==> src/rtl/fr_pkg.sv <==
// fr_pkg: shared constants and channel state type for the frame aligner
package fr_pkg;
   localparam int FR_W = 8;
   localparam logic [FR_W-1:0] FR_COR = 8'hf0;
   typedef enum logic [2:0] {CHECK, SLIP, WAIT, LOCKED, FAIL} fr_state_t;
   function automatic int cw(input int v);
      return ($clog2(v + 1) < 1) ? 1 : $clog2(v + 1);
   endfunction
endpackage

==> src/rtl/fr_align_ch.sv <==
// fr_align_ch: one channel's frame register, bitslip alignment FSM and counters
// FR_RELOCK_EN: a locked channel re-aligns after LOSS_CNT consecutive mismatches
module fr_align_ch
   import fr_pkg::*;
#(
   parameter int LOCK_CNT  = 16,
   parameter int SETTLE    = 8,
   parameter int MAX_SLIPS = 8,
   parameter int LOSS_CNT  = 4
) (
   input  logic            clk,
   input  logic            rst_n,
   input  logic [FR_W-1:0] fr,
   input  logic            realign,
   output logic            bitslip,
   output logic            locked,
   output logic            fail
);
`ifdef FR_RELOCK_EN
   localparam bit RELOCK = 1'b1;
`else
   localparam bit RELOCK = 1'b0;
`endif
   localparam int MW = cw(LOCK_CNT);
   localparam int SW = cw(MAX_SLIPS);
   localparam int WW = cw(SETTLE);
   localparam int LW = cw(LOSS_CNT);
   localparam logic [MW-1:0] M_LAST = MW'(LOCK_CNT - 1);
   localparam logic [SW-1:0] S_MAX  = SW'(MAX_SLIPS);
   localparam logic [WW-1:0] W_INIT = WW'(SETTLE - 1);
   localparam logic [LW-1:0] L_LAST = LW'(LOSS_CNT - 1);
   fr_state_t       state, state_nx;
   logic [FR_W-1:0] fr_q;
   logic [MW-1:0]   match_cnt, match_nx;
   logic [SW-1:0]   slip_cnt, slip_nx;
   logic [WW-1:0]   wait_cnt, wait_nx;
   logic [LW-1:0]   loss_cnt, loss_nx;
   logic            match, lost, clr;
   logic            bitslip_d, locked_d, fail_d;
   assign match = fr_q == FR_COR;
   assign clr   = !rst_n || realign;
   // loss tracking only takes effect when relock is built in
   assign lost    = RELOCK && state == LOCKED && !match && loss_cnt == L_LAST;
   assign loss_nx = (state != LOCKED || match || lost) ? '0 : loss_cnt + 1'b1;

   always_ff @(posedge clk) begin
      fr_q <= fr;
      if (clr) begin
         state     <= CHECK;
         match_cnt <= '0;
         slip_cnt  <= '0;
         wait_cnt  <= '0;
         loss_cnt  <= '0;
      end else begin
         state     <= state_nx;
         match_cnt <= match_nx;
         slip_cnt  <= slip_nx;
         wait_cnt  <= wait_nx;
         loss_cnt  <= loss_nx;
      end
      bitslip <= rst_n && bitslip_d;
      locked  <= rst_n && locked_d;
      fail    <= rst_n && fail_d;
   end

   always_comb begin
      state_nx = state;
      match_nx = match_cnt;
      slip_nx  = slip_cnt;
      wait_nx  = wait_cnt;
      case (state)
         CHECK: begin
            match_nx = match ? match_cnt + 1'b1 : '0;
            state_nx = match ? ((match_cnt == M_LAST) ? LOCKED : CHECK)
                             : ((slip_cnt == S_MAX) ? FAIL : SLIP);
         end
         SLIP: begin
            slip_nx  = (slip_cnt == S_MAX) ? slip_cnt : slip_cnt + 1'b1;
            wait_nx  = W_INIT;
            state_nx = WAIT;
         end
         WAIT: begin
            wait_nx  = (wait_cnt == '0) ? '0 : wait_cnt - 1'b1;
            state_nx = (wait_cnt == '0) ? CHECK : WAIT;
         end
         LOCKED: begin
            state_nx = lost ? CHECK : LOCKED;
            match_nx = lost ? '0 : match_cnt;
            slip_nx  = lost ? '0 : slip_cnt;
         end
         default: ;
      endcase
   end

   always_comb begin
      bitslip_d = state == SLIP;
      locked_d  = state == LOCKED;
      fail_d    = state == FAIL;
   end
endmodule

==> src/rtl/fr_align.sv <==
// fr_align: N_CH independent frame-alignment channels plus a registered all_locked
// FR_RELOCK_EN: passed through to each channel to allow lock loss and re-alignment
module fr_align
   import fr_pkg::*;
#(
   parameter int N_CH      = 5,
   parameter int LOCK_CNT  = 16,
   parameter int SETTLE    = 8,
   parameter int MAX_SLIPS = 8,
   parameter int LOSS_CNT  = 4
) (
   input  logic                 clk,
   input  logic                 rst_n,
   input  logic [FR_W*N_CH-1:0] fr,
   input  logic                 realign,
   output logic [N_CH-1:0]      bitslip,
   output logic [N_CH-1:0]      locked,
   output logic [N_CH-1:0]      fail,
   output logic                 all_locked
);
   genvar k;
   generate
      for (k = 0; k < N_CH; k++) begin : g_ch
         fr_align_ch #(
            .LOCK_CNT (LOCK_CNT),
            .SETTLE   (SETTLE),
            .MAX_SLIPS(MAX_SLIPS),
            .LOSS_CNT (LOSS_CNT)
         ) u_ch (
            .clk    (clk),
            .rst_n  (rst_n),
            .fr     (fr[FR_W*k +: FR_W]),
            .realign(realign),
            .bitslip(bitslip[k]),
            .locked (locked[k]),
            .fail   (fail[k])
         );
      end
   endgenerate

   always_ff @(posedge clk) all_locked <= rst_n && &locked;
endmodule
==> config.mk <==
export PLATFORM = sky130hd
export DESIGN_NAME = fr_align
export DESIGN_NICKNAME = d
export VERILOG_FILES = /design/src/rtl/fr_pkg.sv /design/src/rtl/fr_align_ch.sv /design/src/rtl/fr_align.sv
export SDC_FILE = /design/constraint.sdc
export NUM_CORES = 1
export LEC_CHECK = 0
export CORE_UTILIZATION = 58
export CTS_BUF_LIST = sky130_fd_sc_hd__clkbuf_2 sky130_fd_sc_hd__clkbuf_4 sky130_fd_sc_hd__clkbuf_8
export CTS_CLUSTER_SIZE = 24
export DETAILED_ROUTE_END_ITERATION = 12
export PLACE_DENSITY_LB_ADDON = 0.3
export SETUP_SLACK_MARGIN = 0.5
export SLEW_MARGIN = 25
export SYNTH_ARGS = -nofsm -noshare
export SYNTH_HDL_FRONTEND = slang
export SYNTH_SLANG_ARGS = --single-unit
==> constraint.sdc <==
create_clock -name clk -period 2 [get_ports clk]
set_clock_uncertainty 0.15 [all_clocks]
set_input_delay 0.4 -clock clk [delete_from_list [all_inputs] [get_ports clk]]
set_output_delay 0.4 -clock clk [all_outputs]
set_load 0.01 [all_outputs]
==> impl_metrics.toml, run 1 <==
[finish]
nNetsFinal = 785
antenna_cells = 0
fin_util_pct = 88.8
layout-drive-gt1-share_pct = 47.3
area_growth_pct = 47.5
fin_area_um2 = 8290
nFillCells = 364

[power_and_ir_drop]
p_clk_share_pct = 41.1
combPwrFrac_pct = 12.3
p_sw_mw = 1.63
intPower_mw = 4.48
ir_worst_vdd_mv = 0.833
power_leakage_nw = 3.08
powerDensity_nw_per_um2 = 738
total_power_mw = 6.11
seq_power_share_pct = 46.6
sw_frac_of_total_pct = 26.7

[routing]
vias = 5869
drt_pre_antenna_iters = 5
postRouteAntennaNets = 0
wirelength_um = 21600
drcViolationCount = 0
vias_per_cell = 6.79
drt_iter0_markers = 535
wl_per_cell_um = 25.1

[timing]
finalHoldViolCount = 0
setup-tns-final_ns = 0
worst_slew_margin_rel_pct = 71.2
rsz0062_at_grt = "true"
period_minus_slack_ns = 1.76
drv_slew = 0
fin_crit_sh_pct = 88.2
max_freq_ghz = 0.567
tightest_slew_ns = 0.428
setup_violations = 0

[global_routing]
grt_pass1_wl_um = 22800
antenna_found_initial = 0
grt_pass1_vias = 4825
track_usage_pct = 28.8
overflow = 0
grt_max_degree = 19

[synth]
synth_area_leader_cell = "dfxtp_1"
synthesis.area_um2 = 5620
synth_area_per_cell_um2 = 9.74
synth_warnings = 0
synth.distinct_cells = 42
synth-main-ff-cell = "dfxtp_1"
synth-async-reset-ratio_pct = 0
yosysSeqAreaShare_pct = 48.5
netlist.area_leader.share_pct = 48.5
yosys-top-cells-area = "dfxtp_1 48%, ha_1 4.5%, a21oi_1 3.6%"
netlist_instances = 577
synth_seq_cells = 136
synth_edf_count = 0
synthesis.nets = 640

[place]
gp_congestion = 0.834
dp_hpwl_um = 7290
io_buffers = 58
place_area_um2 = 6250

[die]
die_y_um = 100
die_x_um = 100
dieArea_um2 = 10100
start_util_pct = 60.2
pin_count = 59
core_area_um2 = 9330
rows = 35

[critical_path]
worstSetupPathType = "reg -> reg"
cp.required_ns = 2.18
critPathLaunchType = "flop"
endpoint_kind = "flop"
path_max_fanout = 6
worst_ep_arrival_time_ns = 1.94

[clock_network]
clkTransAtPathRegs_ns = 0.09
cts_sinks = 136
cts_buffers = 17
clk_path_buf_depth = 2
cts_root_buffer = "clkbuf_8"
clk_latency_ns = 0.45
htreeDepth = 4
cts_tree = "built"
hold_buffers = 0

[hold_path]
hp-class = "in -> reg"

[run_status]
status = "complete, no violations"

[flow_run]
maxCapViolCount = 0
[per-stage QoR]
| step | worst slack [ns] | hold slack, ns | cells |
|---|---|---|---|
| 3_5_place_dp | 0.0480 | 0.291 | 739 |
| 2_1_floorplan | 0.384 | 0.274 | 577 |
| 3_3_place_gp | 0.0686 | 0.287 | 739 |
| 4_1_cts | 0.366 | 0.231 | 830 |
| 5_1_grt | 0.0356 | 0.233 | 864 |
| 6_report | 0.236 | 0.233 | 864 |
[layout make-up]
class                   count  area, um2  area share (%)
repair buffers            172       1490            18.0
flip-flops and latches    136       2820            34.0
well taps                 129        161            1.95
clock inverters            12        168            2.02
inverters                  30        113            1.36
multi-input cells         365       3270            39.4
clock buffers              20        269            3.25
[path summary, 6_finish.rpt]
check                              to  slack, ns             startpoint  depth (start not counted)
min              g_ch[4].u_ch.fr_q[6]       0.23                 fr[38]                          1
max reg2reg  g_ch[3].u_ch.slip_cnt[2]       0.24  g_ch[3].u_ch.state[0]                          5
max          g_ch[3].u_ch.slip_cnt[2]       0.24  g_ch[3].u_ch.state[0]                          5
min reg2reg                all_locked       0.33    g_ch[0].u_ch.locked                          2
[per-layer routing]
layer | up-vias | global-route usage [%] | share of wire (%)
li1 | 2381 | - | -
met1 | 2740 | 33.8 | 35
met2 | 543 | 51.6 | 46
met3 | 205 | 6.34 | 10
met4 | 0 | 10.0 | 8.4
met5 | - | 0 | 0
[power by group through the flow]
stage	registers, mW	clock network (mW)	logic, mW
5_1_grt	2.86	2.62	0.768
2_1_floorplan	2.88	0	0.268
6_report	2.85	2.52	0.749
3_3_place_gp	2.90	0	0.388
4_1_cts	2.83	2.45	0.532
3_5_place_dp	2.91	0	0.402
[worst max-delay path, stage by stage (launching register included)]
cell	delay [ns]
dfxtp_4	0.39
or3b_4	0.41
buf_6	0.13
buf_4	0.13
o21ai_0	0.31
a21oi_2	0.13
[layout by cell type, fill, tap and decap left out, drive strengths merged, types with 6 or more instances in the layout]
master,netlist,routed
a21oi,40,40
clkinv,0,7
or3b,10,10
inv,30,32
o211ai,10,10
clkdlybuf4s50,0,42
nand2,16,16
dfxtp,136,136
clkbuf,13,21
and3,10,10
ha,20,20
or3,20,20
nor2,26,26
nor4,10,10
nand3,25,25
a2111oi,10,10
xnor2,10,10
nor2b,6,6
buf,33,128
o21ai,30,30
a211oi,10,10
nor3,35,35
[cell usage after synthesis, drive strengths merged, types with 5 or more instances]
library cell	count
inv	30
nor3	35
a211oi	10
o21a	5
nand3b	5
nand2	16
clkbuf	13
a2111oi	10
a2111o	5
nor2	26
and3b	5
or3	20
a21oi	40
ha	20
or4b	5
nor4	10
o22ai	5
o211ai	10
and2	5
or4	5
nor3b	5
nor2b	6
mux2i	5
dfxtp	136
xnor2	10
nand3	25
and3	10
o41a	5
or3b	10
and4	5
a32o	5
o21ai	30
buf	33
a31oi	5
nor4b	5
[sequential cells by signal, indices dropped and copies added (netlist names)]
| name | flops |
|---|---|
| g_ch.u_ch.fr_q | 40 |
| g_ch.u_ch.match_cnt | 25 |
| g_ch.u_ch.slip_cnt | 20 |
| g_ch.u_ch.wait_cnt | 20 |
| g_ch.u_ch.state | 15 |
| g_ch.u_ch.bitslip | 5 |
| g_ch.u_ch.fail | 5 |
| g_ch.u_ch.locked | 5 |
| all_locked | 1 |
[logic make-up (layout without fill, tap and decap cells)]
logic type / after synthesis / after routing / synth area share (%)
flip-flops: 136 / 136 / 48.5
XOR/XNOR: 10 / 10 / 1.56
AND/OR/NAND/NOR: 200 / 200 / 21.7
buffers and inverters: 76 / 234 / 7.59
adder cells (fa/ha/maj): 20 / 20 / 4.45
multiplexers: 5 / 5 / 0.891
AO/OA/AOI/OAI: 130 / 130 / 15.3
[timing repair]
item / in CTS / in global routing
setup buffers: 58 / 33
gates resized for setup: 160 / 145
pin swaps: 38 / 39
gates cloned: 1 / 1
endpoints found under the setup margin: 86 / 73
No activity file was read; power rests on OpenSTA's default activity.
==> run 2: changes to the inputs <==
Settings changed: SETUP_SLACK_MARGIN 0.5 to not set.
==> run 2 against run 1 <==
  * Wire length decreased by 50%
  * Total power decreased by 0.19%
  * Clock-buffer cell count increased by 1
  * First-iteration DRC count decreased by 56%
  * Sequential share of layout area increased by 6.4 points
  * Core utilization decreased by 17 points
  * Combinational power decreased by 47%
  * Die area unchanged
  * Worst setup slack got worse by 0.14 ns
  * Non-clock buffer count decreased by 95
  * Largest power group is now the clock network
==> impl_metrics.toml, run 2 (synthesis gave the netlist of run 1 again) <==
[critical_path]
worstSetupPathType = "reg -> out"
crit_chain = "clkdlybuf4s50_1"
worst_ep_arrival_time_ns = 1.36
cp.required_ns = 1.45
path_max_fanout = 2
path_delay_family = "buffers and inverters"
critPathLaunchType = "flop"
timing.critical_path.slowest_stage_cell = "clkdlybuf4s50_1"
critical_path_buf_inv_count = 1
endpoint_kind = "primary output"
slowest_delay_ns = 0.55

[finish]
nFillCells = 657
nNetsFinal = 690
mostFrequentLayoutCell = "dfxtp_1"
largestRegisters = "g_ch.u_ch.fr_q x40, g_ch.u_ch.match_cnt x25"
fin_util_pct = 72.2
area_growth_pct = 19.9
final_cell_mix = "136 x dfxtp_1, 58 x clkdlybuf4s50_1, 40 x a21oi_1"
layout-drive-gt1-share_pct = 10.8
largest_reg_flops = 40
top_register = "g_ch.u_ch.fr_q"
antenna_cells = 0

[clock_network]
htreeDepth = 4
hold_buffers = 0
ctsResizeCount = 0
cts_buffers = 17
clk_latency_ns = 0.42
clk_path_buf_depth = 2
cts_root_buffer = "clkbuf_8"
post_cts.repair.setup_buffers = 0
clkTransAtPathRegs_ns = 0.08
cts_tree = "built"
cts_sinks = 136

[routing]
vias = 4428
top_layer = "met4"
wl_met1_um = 4680
wl_met2_um = 5510
drt_iter0_markers = 235
drt_pre_antenna_iters = 4
wl_met3_um = 459
wirelength_um = 10900
drcViolationCount = 0
wl_per_cell_um = 14.1
vias_per_cell = 5.76
postRouteAntennaNets = 0

[die]
die_y_um = 100
die_x_um = 100
pin_count = 59
core_area_um2 = 9330
start_util_pct = 60.2
rows = 35
dieArea_um2 = 10100

[timing]
worst_slew_margin_rel_pct = 55.9
setup_violations = 0
tightest_slew_ns = 0.660
drv_slew = 0
max_freq_ghz = 0.524
period_minus_slack_ns = 1.91
rsz0062_at_grt = "false"
finalHoldViolCount = 0
worst_hold_slack_ns = 0.254
fin_crit_sh_pct = 95.4
setup-tns-final_ns = 0

[global_routing]
grt_pass1_wl_um = 18600
track_usage_pct = 23.2
grt_max_degree = 37
overflow = 0
antenna_found_initial = 0
grt_pass1_vias = 4229

[power_and_ir_drop]
sw_frac_of_total_pct = 20.9
power_leakage_nw = 2.42
combPwrFrac_pct = 6.5
p_sw_mw = 1.27
intPower_mw = 4.83
ir_worst_vdd_mv = 0.520
powerDensity_nw_per_um2 = 906
seq_power_share_pct = 46.7
total_power_mw = 6.10
p_clk_share_pct = 46.8

[hold_path]
hp-class = "in -> reg"

[place]
io_buffers = 58
dp_hpwl_um = 7480
gp_congestion = 0.833

[run_status]
status = "complete, no violations"

[flow_run]
maxCapViolCount = 0
run 2: metal layers:
layer / vias to the layer above / GRT usage, %
met5: - / 0
met3: 22 / 5.64
li1: 2192 / -
met1: 2098 / 26.7
met4: 0 / 9.81
met2: 116 / 41.0
run 2: final timing paths:
check / startpoint / end / slack [ns] / cells past startpoint
min: fr[27] / g_ch[3].u_ch.fr_q[3] / 0.25 / 1
max: g_ch[0].u_ch.locked / locked[0] / 0.09 / 1
min reg2reg: g_ch[1].u_ch.locked / all_locked / 0.30 / 2
max reg2reg: g_ch[2].u_ch.state[0] / g_ch[2].u_ch.slip_cnt[2] / 0.11 / 3
run 2: metrics by stage:
step           cells  instance area, um2  setup slack, ns
3_3_place_gp     737                6220           0.0464
6_report         769                6740           0.0920
4_1_cts          769                6740           0.0841
3_5_place_dp     737                6220          -0.0265
5_1_grt          769                6740           0.0361
2_1_floorplan    577                5620            0.347
run 2: power groups by stage:
stage               clock network, mW  logic, mW  registers, mW
finish                           2.86      0.394           2.85
global route                     3.03      0.432           2.86
CTS                              2.89      0.394           2.85
detailed placement                  0      0.389           2.91
global placement                    0      0.375           2.91
floorplan                           0      0.257           2.88
run 2: area by class of cell:
cell class	count	area, um2	share of cell area (%)
flip-flops and latches	136	2720	40.4
repair buffers	77	748	11.1
clock buffers	21	277	4.10
well taps	129	161	2.40
multi-input cells	365	2470	36.7
clock inverters	11	243	3.60
inverters	30	113	1.67
==> run 3: changes to the inputs <==
Settings changed: CORE_UTILIZATION 58 to 39.
==> run 3 against run 2 <==
  * First-iteration DRC count increased by 3.8%
  * Die area grew 48%
  * Combinational power up 2%
  * Wire length is 3.2% lower
  * Worst setup slack worse by 0.014 ns
  * Clock power decreased by 22%
  * Sequential power about the same
  * Global-route usage down 7.6 points
  * Clock-buffer cell count decreased by 3
  * Hold slack worse by 0.011 ns
  * Sequential cell count did not move
  * Sequential share of layout area up 0.060 points
  * Critical path type unchanged
  * Highest routed layer unchanged
==> impl_metrics.toml, run 3 (synthesis gave the netlist of run 1 again) <==
[run_status]
status = "complete, no violations"

[clock_network]
clk_path_buf_depth = 2
post_cts.repair.setup_buffers = 0
cts_tree = "built"
ctsResizeCount = 0
hold_buffers = 0
cts_sinks = 136
clkTransAtPathRegs_ns = 0.08
cts_root_buffer = "clkbuf_8"
clk_latency_ns = 0.44
cts_buffers = 17
htreeDepth = 4

[routing]
drt_iter0_markers = 244
wirelength_um = 10500
postRouteAntennaNets = 0
drcViolationCount = 0
vias = 4321
wl_per_cell_um = 12.7
vias_per_cell = 5.23
drt_pre_antenna_iters = 4

[finish]
largest_reg_flops = 40
nNetsFinal = 696
top_register = "g_ch.u_ch.fr_q"
multi_input_area_um2 = 2470
final_cell_mix = "136 x dfxtp_1, 57 x clkdlybuf4s50_1, 40 x a21oi_1"
layout-drive-gt1-share_pct = 11.6
antenna_cells = 0
mostFrequentLayoutCell = "dfxtp_1"
seqCellArea_um2 = 2720
largestRegisters = "g_ch.u_ch.fr_q x40, g_ch.u_ch.match_cnt x25"
area_growth_pct = 19.7
nFillCells = 1306

[die]
dieArea_um2 = 14900
start_util_pct = 40.2
die_y_um = 122
core_area_um2 = 14000
pin_count = 59
die_x_um = 122
rows = 43

[timing]
period_minus_slack_ns = 1.92
drv_slew = 0
finalHoldViolCount = 0
tightest_slew_ns = 0.639
worst_slew_margin_rel_pct = 57.3
setup-tns-final_ns = 0
setup_violations = 0
rsz0062_at_grt = "false"
setup_slack_ns = 0.0779
max_freq_ghz = 0.520
fin_crit_sh_pct = 96.1

[critical_path]
worst_ep_arrival_time_ns = 1.37
cp.required_ns = 1.45
timing.critical_path.slowest_stage_cell = "clkdlybuf4s50_1"
worstSetupPathType = "reg -> out"
endpoint_kind = "primary output"
startpoint = "g_ch[0].u_ch.locked"
critical_path_buf_inv_count = 1
critPathLaunchType = "flop"
path_delay_family = "buffers and inverters"
crit_chain = "clkdlybuf4s50_1"
rrSetupSlack_ns = 0.16
slowest_delay_ns = 0.56
reg2reg_from = "g_ch[2].u_ch.state[0]"
path_max_fanout = 2

[global_routing]
grt_pass1_wl_um = 18300
grt_max_degree = 43
overflow = 0
grt_pass1_vias = 4147
antenna_found_initial = 0
track_usage_pct = 15.6

[power_and_ir_drop]
powerDensity_nw_per_um2 = 812
power_leakage_nw = 2.40
ir_worst_vdd_mv = 0.410

[place]
io_buffers = 58
gp_congestion = 0.762
preCtsSetupSlack_ns = 0.0232
dp_hpwl_um = 7490

[hold_path]
hold_start = "fr[31]"
hp-class = "in -> reg"

[flow_run]
maxCapViolCount = 0
run 3: power by group:
group	leakage [nW]	switching, mW	total (mW)	internal (mW)
Combinational	1.10	0.187	0.401	0.214
Clock	0.184	1.07	2.22	1.14
Sequential	1.11	0.0602	2.85	2.79
Total	2.40	1.32	5.46	4.14
run 3: cell type report:
type / count / share of cell area [%]
repair buffers: 83 / 11.8
clock buffers: 18 / 3.68
multi-input cells: 365 / 36.8
well taps: 180 / 3.35
clock inverters: 14 / 2.23
inverters: 30 / 1.67
flip-flops and latches: 136 / 40.5
run 3: per-layer routing:
metal  up-vias  global-route usage, %  wire length (um)
met5         -                      0                 0
met4         0                   7.72               209
met3        18                   4.59               367
met2        67                   25.7              5100
met1      2022                   18.3              4840
li1       2214                      -                 -
run 3: final timing paths:
path,depth (start not counted),end
max,1,locked[0]
min reg2reg,2,all_locked
max reg2reg,3,g_ch[2].u_ch.slip_cnt[2]
min,1,g_ch[3].u_ch.fr_q[7]
run 3: through the flow:
step,power (mW),hold WS [ns],utilization [%],area [um2],std cells
final,5.46,0.244,48.1,6730,826
after global routing,5.72,0.214,48.1,6730,826
after CTS,5.55,0.208,48.1,6720,826
after detailed placement,3.31,0.296,45.2,6330,794
after global placement,3.30,0.297,45.2,6330,794
after floorplan,3.14,0.274,-,5620,577
